===== config.mk =====
export PLATFORM = sky130hd
export DESIGN_NAME = uart_rx
export DESIGN_NICKNAME = d
export VERILOG_FILES = /design/src/rtl/uart_rx.sv
export SDC_FILE = /design/constraint.sdc
export NUM_CORES = 1
export LEC_CHECK = 0
export BUFFER_PORTS_ARGS = -buffer_cell sky130_fd_sc_hd__buf_4
export CAP_MARGIN = 20
export CORE_UTILIZATION = 50
export CTS_BUF_LIST = sky130_fd_sc_hd__clkbuf_4 sky130_fd_sc_hd__clkbuf_8 sky130_fd_sc_hd__clkbuf_16
export CTS_CLUSTER_SIZE = 40
export DETAILED_ROUTE_END_ITERATION = 8
export PLACE_DENSITY = 0.78
export SLEW_MARGIN = 20
export SYNTH_ARGS = -nofsm -noshare
export SYNTH_HDL_FRONTEND = slang
export SYNTH_SLANG_ARGS = --single-unit
export TNS_END_PERCENT = 10

===== constraint.sdc =====
create_clock -name clk -period 3.05 [get_ports clk]
set_input_delay 0.61 -clock clk [delete_from_list [all_inputs] [get_ports clk]]
set_output_delay 0.61 -clock clk [all_outputs]
set_load 0.05 [all_outputs]

===== src/rtl/uart_rx.sv =====
// uart_rx: 8N1 serial receiver, LSB first, idle-high line.
// Two-flop input synchroniser feeding a mid-bit sampling FSM. Each byte is
// presented with a one-cycle valid pulse. A low stop bit is reported with a
// one-cycle frame-error pulse, and the FSM then parks until the line returns high.
module uart_rx #(
    parameter int CLK_RATE      = 100_000_000,
    parameter int BAUD_RATE     = 9600,
    parameter int NCLKS_PER_BIT = CLK_RATE / BAUD_RATE
) (
    input  logic       clk,
    input  logic       rst,
    input  logic       i_rx_serial,
    output logic [7:0] o_rx_data,
    output logic       o_rx_valid,
    output logic       o_rx_busy,
    output logic       o_frame_err
);

    localparam int CW = $clog2(NCLKS_PER_BIT);
    localparam logic [CW-1:0] HALF     = CW'((NCLKS_PER_BIT - 1) / 2);
    localparam logic [CW-1:0] LAST_CNT = CW'(NCLKS_PER_BIT - 1);

    typedef enum logic [2:0] {
        S_IDLE,
        S_START,
        S_DATA,
        S_STOP,
        S_DONE,
        S_BREAK
    } state_e;

    state_e        state_q,     state_d;
    logic          rx_meta_q,   rx_meta_d;
    logic          rx_s_q,      rx_s_d;
    logic [CW-1:0] clk_count_q, clk_count_d;
    logic [2:0]    bit_idx_q,   bit_idx_d;
    logic [7:0]    shift_q,     shift_d;
    logic [7:0]    data_q,      data_d;
    logic          valid_q,     valid_d;
    logic          err_q,       err_d;
    logic          busy_q,      busy_d;

    // Next-state logic: synchroniser stages, bit timing, framing and output pulses
    always_comb begin
        state_d     = state_q;
        rx_meta_d   = i_rx_serial;
        rx_s_d      = rx_meta_q;
        clk_count_d = clk_count_q;
        bit_idx_d   = bit_idx_q;
        shift_d     = shift_q;
        data_d      = data_q;
        valid_d     = 1'b0;
        err_d       = 1'b0;

        case (state_q)
            S_IDLE: begin
                clk_count_d = '0;
                bit_idx_d   = '0;
                if (!rx_s_q) begin
                    state_d = S_START;
                end
            end

            S_START: begin
                if (clk_count_q == HALF) begin
                    clk_count_d = '0;
                    // A line that is already high again at mid-start was a glitch
                    state_d     = rx_s_q ? S_IDLE : S_DATA;
                end else begin
                    clk_count_d = clk_count_q + CW'(1);
                end
            end

            S_DATA: begin
                if (clk_count_q == LAST_CNT) begin
                    clk_count_d        = '0;
                    shift_d[bit_idx_q] = rx_s_q;
                    if (bit_idx_q == 3'd7) begin
                        bit_idx_d = '0;
                        state_d   = S_STOP;
                    end else begin
                        bit_idx_d = bit_idx_q + 3'd1;
                    end
                end else begin
                    clk_count_d = clk_count_q + CW'(1);
                end
            end

            S_STOP: begin
                if (clk_count_q == LAST_CNT) begin
                    clk_count_d = '0;
                    if (rx_s_q) begin
                        data_d  = shift_q;
                        valid_d = 1'b1;
                    end else begin
                        err_d   = 1'b1;
                    end
                    state_d = S_DONE;
                end else begin
                    clk_count_d = clk_count_q + CW'(1);
                end
            end

            // The registered pulse flops double as the pending flags while in DONE
            S_DONE: begin
                state_d = err_q ? S_BREAK : S_IDLE;
            end

            S_BREAK: begin
                if (rx_s_q) begin
                    state_d = S_IDLE;
                end
            end

            default: begin
                state_d = S_IDLE;
            end
        endcase

        busy_d = (state_d != S_IDLE);
    end

    // State and output registers with synchronous reset
    always_ff @(posedge clk) begin
        if (rst) begin
            state_q     <= S_IDLE;
            rx_meta_q   <= 1'b1;
            rx_s_q      <= 1'b1;
            clk_count_q <= '0;
            bit_idx_q   <= '0;
            shift_q     <= '0;
            data_q      <= '0;
            valid_q     <= 1'b0;
            err_q       <= 1'b0;
            busy_q      <= 1'b0;
        end else begin
            state_q     <= state_d;
            rx_meta_q   <= rx_meta_d;
            rx_s_q      <= rx_s_d;
            clk_count_q <= clk_count_d;
            bit_idx_q   <= bit_idx_d;
            shift_q     <= shift_d;
            data_q      <= data_d;
            valid_q     <= valid_d;
            err_q       <= err_d;
            busy_q      <= busy_d;
        end
    end

    assign o_rx_data   = data_q;
    assign o_rx_valid  = valid_q;
    assign o_frame_err = err_q;
    assign o_rx_busy   = busy_q;

endmodule


Word-level counts from Yosys, hierarchy flattened
Cells that the tools add are included.
Storage, ports and cells
  register bits: 41
  input bits: 3
  output and inout bits: 11
  word-level logic and storage cells: 55
Operators by class
  add/subtract/negate cells: 2
  $lt $le $gt $ge: 2
  eq/ne operators: 9
  multiplexer cells: 20
  bitwise gates (word level): 2
  reduce and logical (&&, ||, !) cells: 10
Operator list (count)
  $pmux W14 S3: 1
  $mux W14: 2
  $mux W3: 9
  $pmux W3 S6: 1
  $add A14 B1 Y14 const B: 1
  $eq A14 B13 Y1 const B: 1
  $eq A14 B14 Y1 const B: 1
  $eq A3 B3 Y1 const B: 3
  $bwmux W8: 1
  $eq A3 B2 Y1 const B: 2
  $pmux W3 S2: 1
  $reduce_bool A3 Y1: 2
  $lt A3 B4 Y1 const B: 1
  $reduce_and A2 Y1: 2
  $add A3 B1 Y3 const B: 1
  $demux W1 S3: 1
  $eq A3 B1 Y1 const B: 1
  $ge A3 B1 Y1 const B: 1
  $logic_not A3 Y1: 1
  $mux W1: 3
  $reduce_and A3 Y1: 1
  $reduce_or A3 Y1: 1
  $mux W2: 1
  $ne A2 B2 Y1 const B: 1
  4 further kinds: 5

Depth between registers and ports, before layout
Gate-level depths: netlist (run 1).
  word-level depth: 5
  gate-level depth with buffers: 7
  mapped depth without buffers: 6

Worst setup path before layout (run 1)
Ideal clock, no wire load.
  path type: register to register
  start: register clk_count_q[12]
  end: register shift_q[5]
  arrival: 2.034 ns
  required time: 2.922 ns
  path slack: 0.889 ns
  cell stages (with the launch flop): 7
  period minus slack after synthesis: 2.161 ns
  cell sequence: dfxtp_1 -> or4b_4 -> or4_4 -> buf_6 -> nor4_4 -> mux2i_1 -> nor2_1
Between the ends
  word-level cells in the longest chain between the ends: 2
Ends and longest elaborated chain
  start, declared: line 35  | logic [CW-1:0] clk_count_q, clk_count_d;
  start signal, assigned: line 140  | clk_count_q <= clk_count_d;
  $eq A14 B14 Y1: line 75  | if (clk_count_q == LAST_CNT) begin
  $reduce_and A2 Y1 (no source line)
  end signal, assigned: line 142  | shift_q <= shift_d;
  end, declared: line 37  | logic [7:0] shift_q, shift_d;
Every way passes these cells.
A chain may end at the register's enable or synchronous reset.

Worst setup path in the final report (run 1)
  start: register clk_count_q[10]
  end: register clk_count_q[4]
Between the ends
  word-level cells in the longest chain between the ends: 3
  elaborated cells on any way between the ends: 5
  those cells by class: eq/ne (2); mux (3)
Ends and longest elaborated chain
  $eq A14 B14 Y1 / $eq A14 B13 Y1 (equally long branches): line 75, 90, 65
  $mux W14, on equally long branches: line 75, 90, 65
  $pmux W14 S3 *: line 55  | case (state_q)
Mark *: on every way between the ends. The rest lies on a longest branch, timed or not.

==> results of run 1 <==
[path summary, 6_finish.rpt]
path,cells past startpoint,from,to
setup / recovery,5,clk_count_q[10]$_SDFFE_PP0P_,clk_count_q[4]$_SDFFE_PP0P_
hold / removal,1,rx_meta_q$_SDFF_PP1_,rx_s_q$_SDFF_PP1_
setup reg to reg,5,clk_count_q[10]$_SDFFE_PP0P_,clk_count_q[4]$_SDFFE_PP0P_
hold reg to reg,1,rx_meta_q$_SDFF_PP1_,rx_s_q$_SDFF_PP1_
[critical path, cell delays in order (launching register included)]
cell and delay [ps]:
dfxtp_1 420, or4b_2 600, nor4_1 430, o22ai_1 290, o21bai_2 380, nor2_1 90
[logic make-up (layout without fill, tap and decap cells)]
| kind of cell | count (synthesis) | count (layout) | synth area share |
|---|---|---|---|
| and+or+nand+nor | 118 | 118 | 0.3364 |
| DFF | 41 | 41 | 0.4260 |
| AOI/OAI and AO/OA | 27 | 27 | 0.08702 |
| buffers and inverters | 12 | 23 | 0.02858 |
| muxes | 11 | 11 | 0.05715 |
| xor gates and xnor gates | 10 | 10 | 0.04546 |
| adders and majority gates | 3 | 3 | 0.01948 |
[sequential cells by signal (all words and copies together), names as in the netlist]
| register | count |
|---|---|
| clk_count_q | 14 |
| o_rx_data | 8 |
| shift_q | 8 |
| bit_idx_q | 3 |
| state_q | 3 |
| o_frame_err | 1 |
| o_rx_busy | 1 |
| o_rx_valid | 1 |
| rx_meta_q | 1 |
| rx_s_q | 1 |
[routing by layer]
metal | part of all wire | vias up | track usage
met2 | 0.44 | 17 | 0.3005
li1 | - | 792 | -
met4 | 0.012 | 0 | 0.07955
met1 | 0.51 | 714 | 0.2597
met5 | 0 | - | 0
met3 | 0.030 | 6 | 0.04464
[layout by cell type, fill, tap and decap left out, types with 2 or more instances in the layout]
cell      instances
a211oi_1          2
a21oi_1          14
a22oi_1           3
and3_1            2
and4_1            2
buf_4            13
clkbuf_8          6
dfxtp_1          41
ha_1              3
inv_1             2
mux2i_1          11
nand2_1          31
nand2b_1          2
nand3_1           9
nand3b_1          2
nand4_1           5
nor2_1           36
nor2b_1           4
nor3_1            4
nor4_1            2
nor4_4            3
o21ai_0           2
or2_2             2
or3b_2            2
xnor2_1           3
xor2_1            7
[power breakdown]
part           internal (uW)  leakage, uW  switching (uW)
registers                542     0.000331            7.78
logic                   17.3     0.000384            37.1
clock network            183    0.0000512             181
[per-stage QoR]
step | cell area, sq um | setup slack, ps | hold slack, ps
after floorplan | 1927 | 888.7 | 389.5
after global placement | 2037 | 787.0 | 394.0
after detailed placement | 2037 | 708.8 | 392.8
after CTS | 2133 | 675.2 | 411.5
after global routing | 2133 | 483.0 | 432.5
final | 2133 | 722.0 | 411.2
[cell type report]
| cell class | instances | area [sq um] |
|---|---|---|
| clock inverter | 2 | 13.76 |
| clock buffer | 6 | 82.58 |
| timing repair buffer | 13 | 97.59 |
| inverter | 2 | 7.507 |
| multi-input combinational | 169 | 1051 |
| sequential | 41 | 820.8 |
| tap | 48 | 60.06 |
| fill | 361 | 1555 |
==> metrics.yaml, run 1 <==
clk_path_buf_depth: 2
ir_drop_uv: 265.8
die_area_sq_um: 4106
grt_pass1_vias: 1396
ios: 14
cts_hold_buffers: 0
required_ps: 3210
cts_root_buf: "clkbuf_8"
hold_violations: 0
die_w_um: 64.08
n_antenna_cell: 0
path_max_fanout: 9
fin_setup_tns_ps: 0
std_cell_rows: 22
synth_commonest_cells: "dfxtp_1 (41), nor2_1 (36), nand2_1 (31)"
outcome: "completed"
cts_tree: "yes"
post-route-min-period_ps: 2328
cts_repair_resize_count: 0
max-cap-violations: 0
hp-class: "reg -> reg"
synth_edf_count: 0
min_period_over_period: 0.7633
dr.pass1.iters: 4
fin_cells: 281
drtIter0Drc: 96
grt_overflow: 0
fin_nets: 238
synthArstFlopShare: 0
syn_area_per_cell_sq_um: 8.679
numCtsBuffers: 5
ys_seq_area_frac: 0.4260
post_drt_wl_per_cell_um: 12.64
tightest_slew_ps: 684.0
port_buffers: 13
fin_total_pwr_uw: 968.5
postLayoutCoreUtil: 0.5784
cts.sinks: 41
synth_largest_area_cell: "dfxtp_1"
grt_usage: 0.1946
dp_hpwl_um: 2417
ys.flop_type: "dfxtp_1"
powerDensity_nw_per_um2: 454.0
syn_to_final_growth_pct: 10.71
yosysWarnings: 0
ant_nets: 0
grt_max_degree: 32
synthTopCellsByArea: "dfxtp_1 (43%), nor2_1 (7.0%), nand2_1 (6.0%)"
layout-drive-gt1-share: 0.1459
fp.dieH_um: 64.08
crit_path_end_kind: "register"
criticalPathCategory: "reg -> reg"
clk_latency_ps: 290
yosys_register_bits: 41
drc: 0
antenna_found_initial: 0
slew_violations: 0
cts.clk_slew.worst_paths_ps: 80
final-setup-viol-count: 0
dp.cells: 273
r2r_slack_ps: 720
rsz0062_at_grt: "no"
num_vias: 1529
htreeDepth: 2
finalWeightedCongestion: 0.8423
ys_types: 45
synth_most_common_cell: "dfxtp_1"
core_area_sq_um: 3689
startpoint_type: "register"
fmax_ghz: 0.4296
p_leak_uw: 0.0007666
slew_headroom: 0.5434
cp.arrival_ps: 2490
initial_core_util: 0.5224
fin_skew_ps: 11.00
syn_area_sq_um: 1927
synth_top_area_share: 0.4260
vias_per_cell: 5.441
drt_wl_total_um: 3552
netlist_instances: 222
synth_fp_nets: 228
cts_setup_buffers: 0
grt_pass1_wl_um: 6327
No activity file was read; power rests on OpenSTA's default activity.
==> run 2: changes to the inputs <==
Clock period 3.05 ns to 2.4 ns, I/O delays scaled along.
==> metrics.yaml, run 2 (synthesis results as in run 1) <==
outcome: "completed"  # unchanged
cts_setup_buffers: 0  # unchanged
die_w_um: 64.08  # unchanged
pwr-share-comb: 0.053  # was 0.056
powerDensity_nw_per_um2: 615.2  # was 454.0 nW/um^2
fmax_ghz: 0.4495  # was 0.4296 GHz
grt_max_degree: 32  # unchanged
criticalPathCategory: "reg -> reg"  # unchanged
final_cell_mix: "dfxtp_1 (41), nor2_1 (36), nand2_1 (31)"  # unchanged
cts.clk_slew.worst_paths_ps: 80  # about the same
layout_commonest_cell: "dfxtp_1"  # unchanged
rsz0062_at_grt: "no"  # unchanged
worstHoldPathCells: 2  # was 1
postLayoutCoreUtil: 0.5946  # was 0.5784
finalInstanceArea_sq_um: 2193  # was 2133 sq um
post_dp_cell_area_sq_um: 2067  # was 2037 sq um
ant_nets: 0  # unchanged
largest_register: "clk_count_q"  # unchanged
std_cell_rows: 22  # unchanged
htreeDepth: 2  # unchanged
cp.arrival_ps: 2410  # was 2490 ps
core_area_sq_um: 3689  # unchanged
ir_drop_uv: 400.6  # was 265.8 uV
layout-drive-gt1-share: 0.1646  # was 0.1459
slew_violations: 0  # unchanged
tightest_slew_ps: 507.1  # was 684.0 ps
hold_violations: 0  # unchanged
fp.dieH_um: 64.08  # unchanged
min_period_over_period: 0.9269  # was 0.7633
syn_to_final_growth_pct: 13.83  # was 10.71%
fin_setup_tns_ps: 0  # unchanged
required_ps: 2590  # was 3210 ps
antenna_found_initial: 0  # unchanged
drt_wl_total_um: 3679  # was 3552 um
grt_overflow: 0  # unchanged
die_area_sq_um: 4106  # unchanged
num_vias: 1552  # was 1529
port_buffers: 13  # unchanged
r2r_slack_ps: 180  # was 720 ps
dp_hpwl_um: 2495  # was 2417 um
r2r-end: "shift_q[6]$_SDFFE_PP0P_"  # was clk_count_q[4]$_SDFFE_PP0P_
grt_pass1_vias: 1431  # was 1396
max-cap-violations: 0  # unchanged
cts_tree: "yes"  # unchanged
n_antenna_cell: 0  # unchanged
drc: 0  # unchanged
grt_usage: 0.2037  # was 0.1946
dp_worst_setup_slack_ps: 154.4  # was 708.8 ps
initial_core_util: 0.5224  # unchanged
cts_root_buf: "clkbuf_8"  # unchanged
fin_ws_ps: 175.4  # was 722.0 ps
final-setup-viol-count: 0  # unchanged
hp-class: "in -> reg"  # was reg -> reg
clk_latency_ps: 300  # was 290 ps
drtIter0Drc: 147  # was 96
power_frac_seq: 0.517  # was 0.567
vias_per_cell: 5.446  # was 5.441
cts.sinks: 41  # unchanged
numCtsBuffers: 5  # unchanged
largest_reg_flops: 14  # unchanged
cts_repair_resize_count: 0  # unchanged
finalWeightedCongestion: 0.8644  # was 0.8423
post-route-min-period_ps: 2225  # was 2328 ps
cts_hold_buffers: 0  # unchanged
startpoint_type: "register"  # unchanged
grt_pass1_wl_um: 6534  # was 6327 um
ios: 14  # unchanged
slew_headroom: 0.6593  # was 0.5434
holdPathEnd: "rx_meta_q$_SDFF_PP1_"  # was rx_s_q$_SDFF_PP1_
clk_path_buf_depth: 2  # unchanged
min-delay-start: "i_rx_serial"  # was rx_meta_q$_SDFF_PP1_
p_int_uw: 1051  # was 742.2 uW
path_max_fanout: 10  # was 9
pwr-share-clk: 0.430  # was 0.377
p_sw_uw: 297.9  # was 226.3 uW
dr.pass1.iters: 4  # unchanged
post_drt_wl_per_cell_um: 12.91  # was 12.64 um
swShare: 0.2208  # was 0.2337
p_leak_uw: 0.0007945  # was 0.0007666 uW
r2r-start: "clk_count_q[6]$_SDFFE_PP0P_"  # was clk_count_q[10]$_SDFFE_PP0P_
fin_nets: 242  # was 238
fin_skew_ps: 8.938  # was 11.00 ps
r2r_cells: 5  # unchanged
crit_path_end_kind: "register"  # unchanged
-- run 2: changes by cell type in the layout (fill, tap and decap cells not counted) --
cell	before	now
nor4_1	2	1
clkinv_2	1	0
clkinv_4	1	0
nor4_2	0	1
bufinv_16	0	1
buf_4	13	17
clkinvlp_4	0	1
-- run 2: per-stage QoR --
stage / total power, uW / hold slack, ps / std cells
after floorplan: 764.6 / 389.5 / 222
after global placement: 785.1 / 393.0 / 277
after detailed placement: 785.6 / 398.7 / 277
after CTS: 1361 / 363.3 / 285
after global routing: 1396 / 369.0 / 285
final: 1349 / 367.3 / 285
-- run 2: metal layers --
layer	track usage	vias to the layer above	part of all wire
li1	-	801	-
met5	0	-	0
met1	0.2644	722	0.50
met3	0.04821	6	0.033
met4	0.07670	0	0.015
met2	0.3258	23	0.45
-- run 2: worst max path at each step --
| stage | from | to | slack [ps] | depth (start not counted) |
|---|---|---|---|---|
| floorplan | clk_count_q[12]$_SDFFE_PP0P_ | shift_q[5]$_SDFFE_PP0P_ | 240 | 6 |
| global placement | clk_count_q[10]$_SDFFE_PP0P_ | clk_count_q[13]$_SDFFE_PP0P_ | 170 | 5 |
| detailed placement | clk_count_q[10]$_SDFFE_PP0P_ | clk_count_q[5]$_SDFFE_PP0P_ | 150 | 5 |
| CTS | clk_count_q[10]$_SDFFE_PP0P_ | clk_count_q[5]$_SDFFE_PP0P_ | 140 | 5 |
| global route | clk_count_q[0]$_SDFFE_PP0P_ | shift_q[6]$_SDFFE_PP0P_ | 40 | 6 |
| finish | clk_count_q[6]$_SDFFE_PP0P_ | shift_q[6]$_SDFFE_PP0P_ | 180 | 5 |
-- run 2: critical path, stage by stage, from the launching register on --
cell and delay, ps:
dfxtp_1 370, or4b_4 560, or4_4 630, nor4_4 300, mux2i_1 220, nor2_1 50
-- run 2: cell type report --
type                       instances  area [sq um]
tap                               48         60.06
inverter                           2         7.507
timing repair buffer              17         127.6
sequential                        41         820.8
fill                             346          1495
clock inverter                     2         37.54
multi-input combinational        169          1057
clock buffer                       6         82.58
-- run 2: power groups by stage --
stage	logic [uW]	registers [uW]	clock network, uW
2_1_floorplan	45.5	719	0
3_3_place_gp	71.3	714	0
3_5_place_dp	71.8	714	0
4_1_cts	72.4	698	591
5_1_grt	79.0	700	618
6_report	71.5	698	580
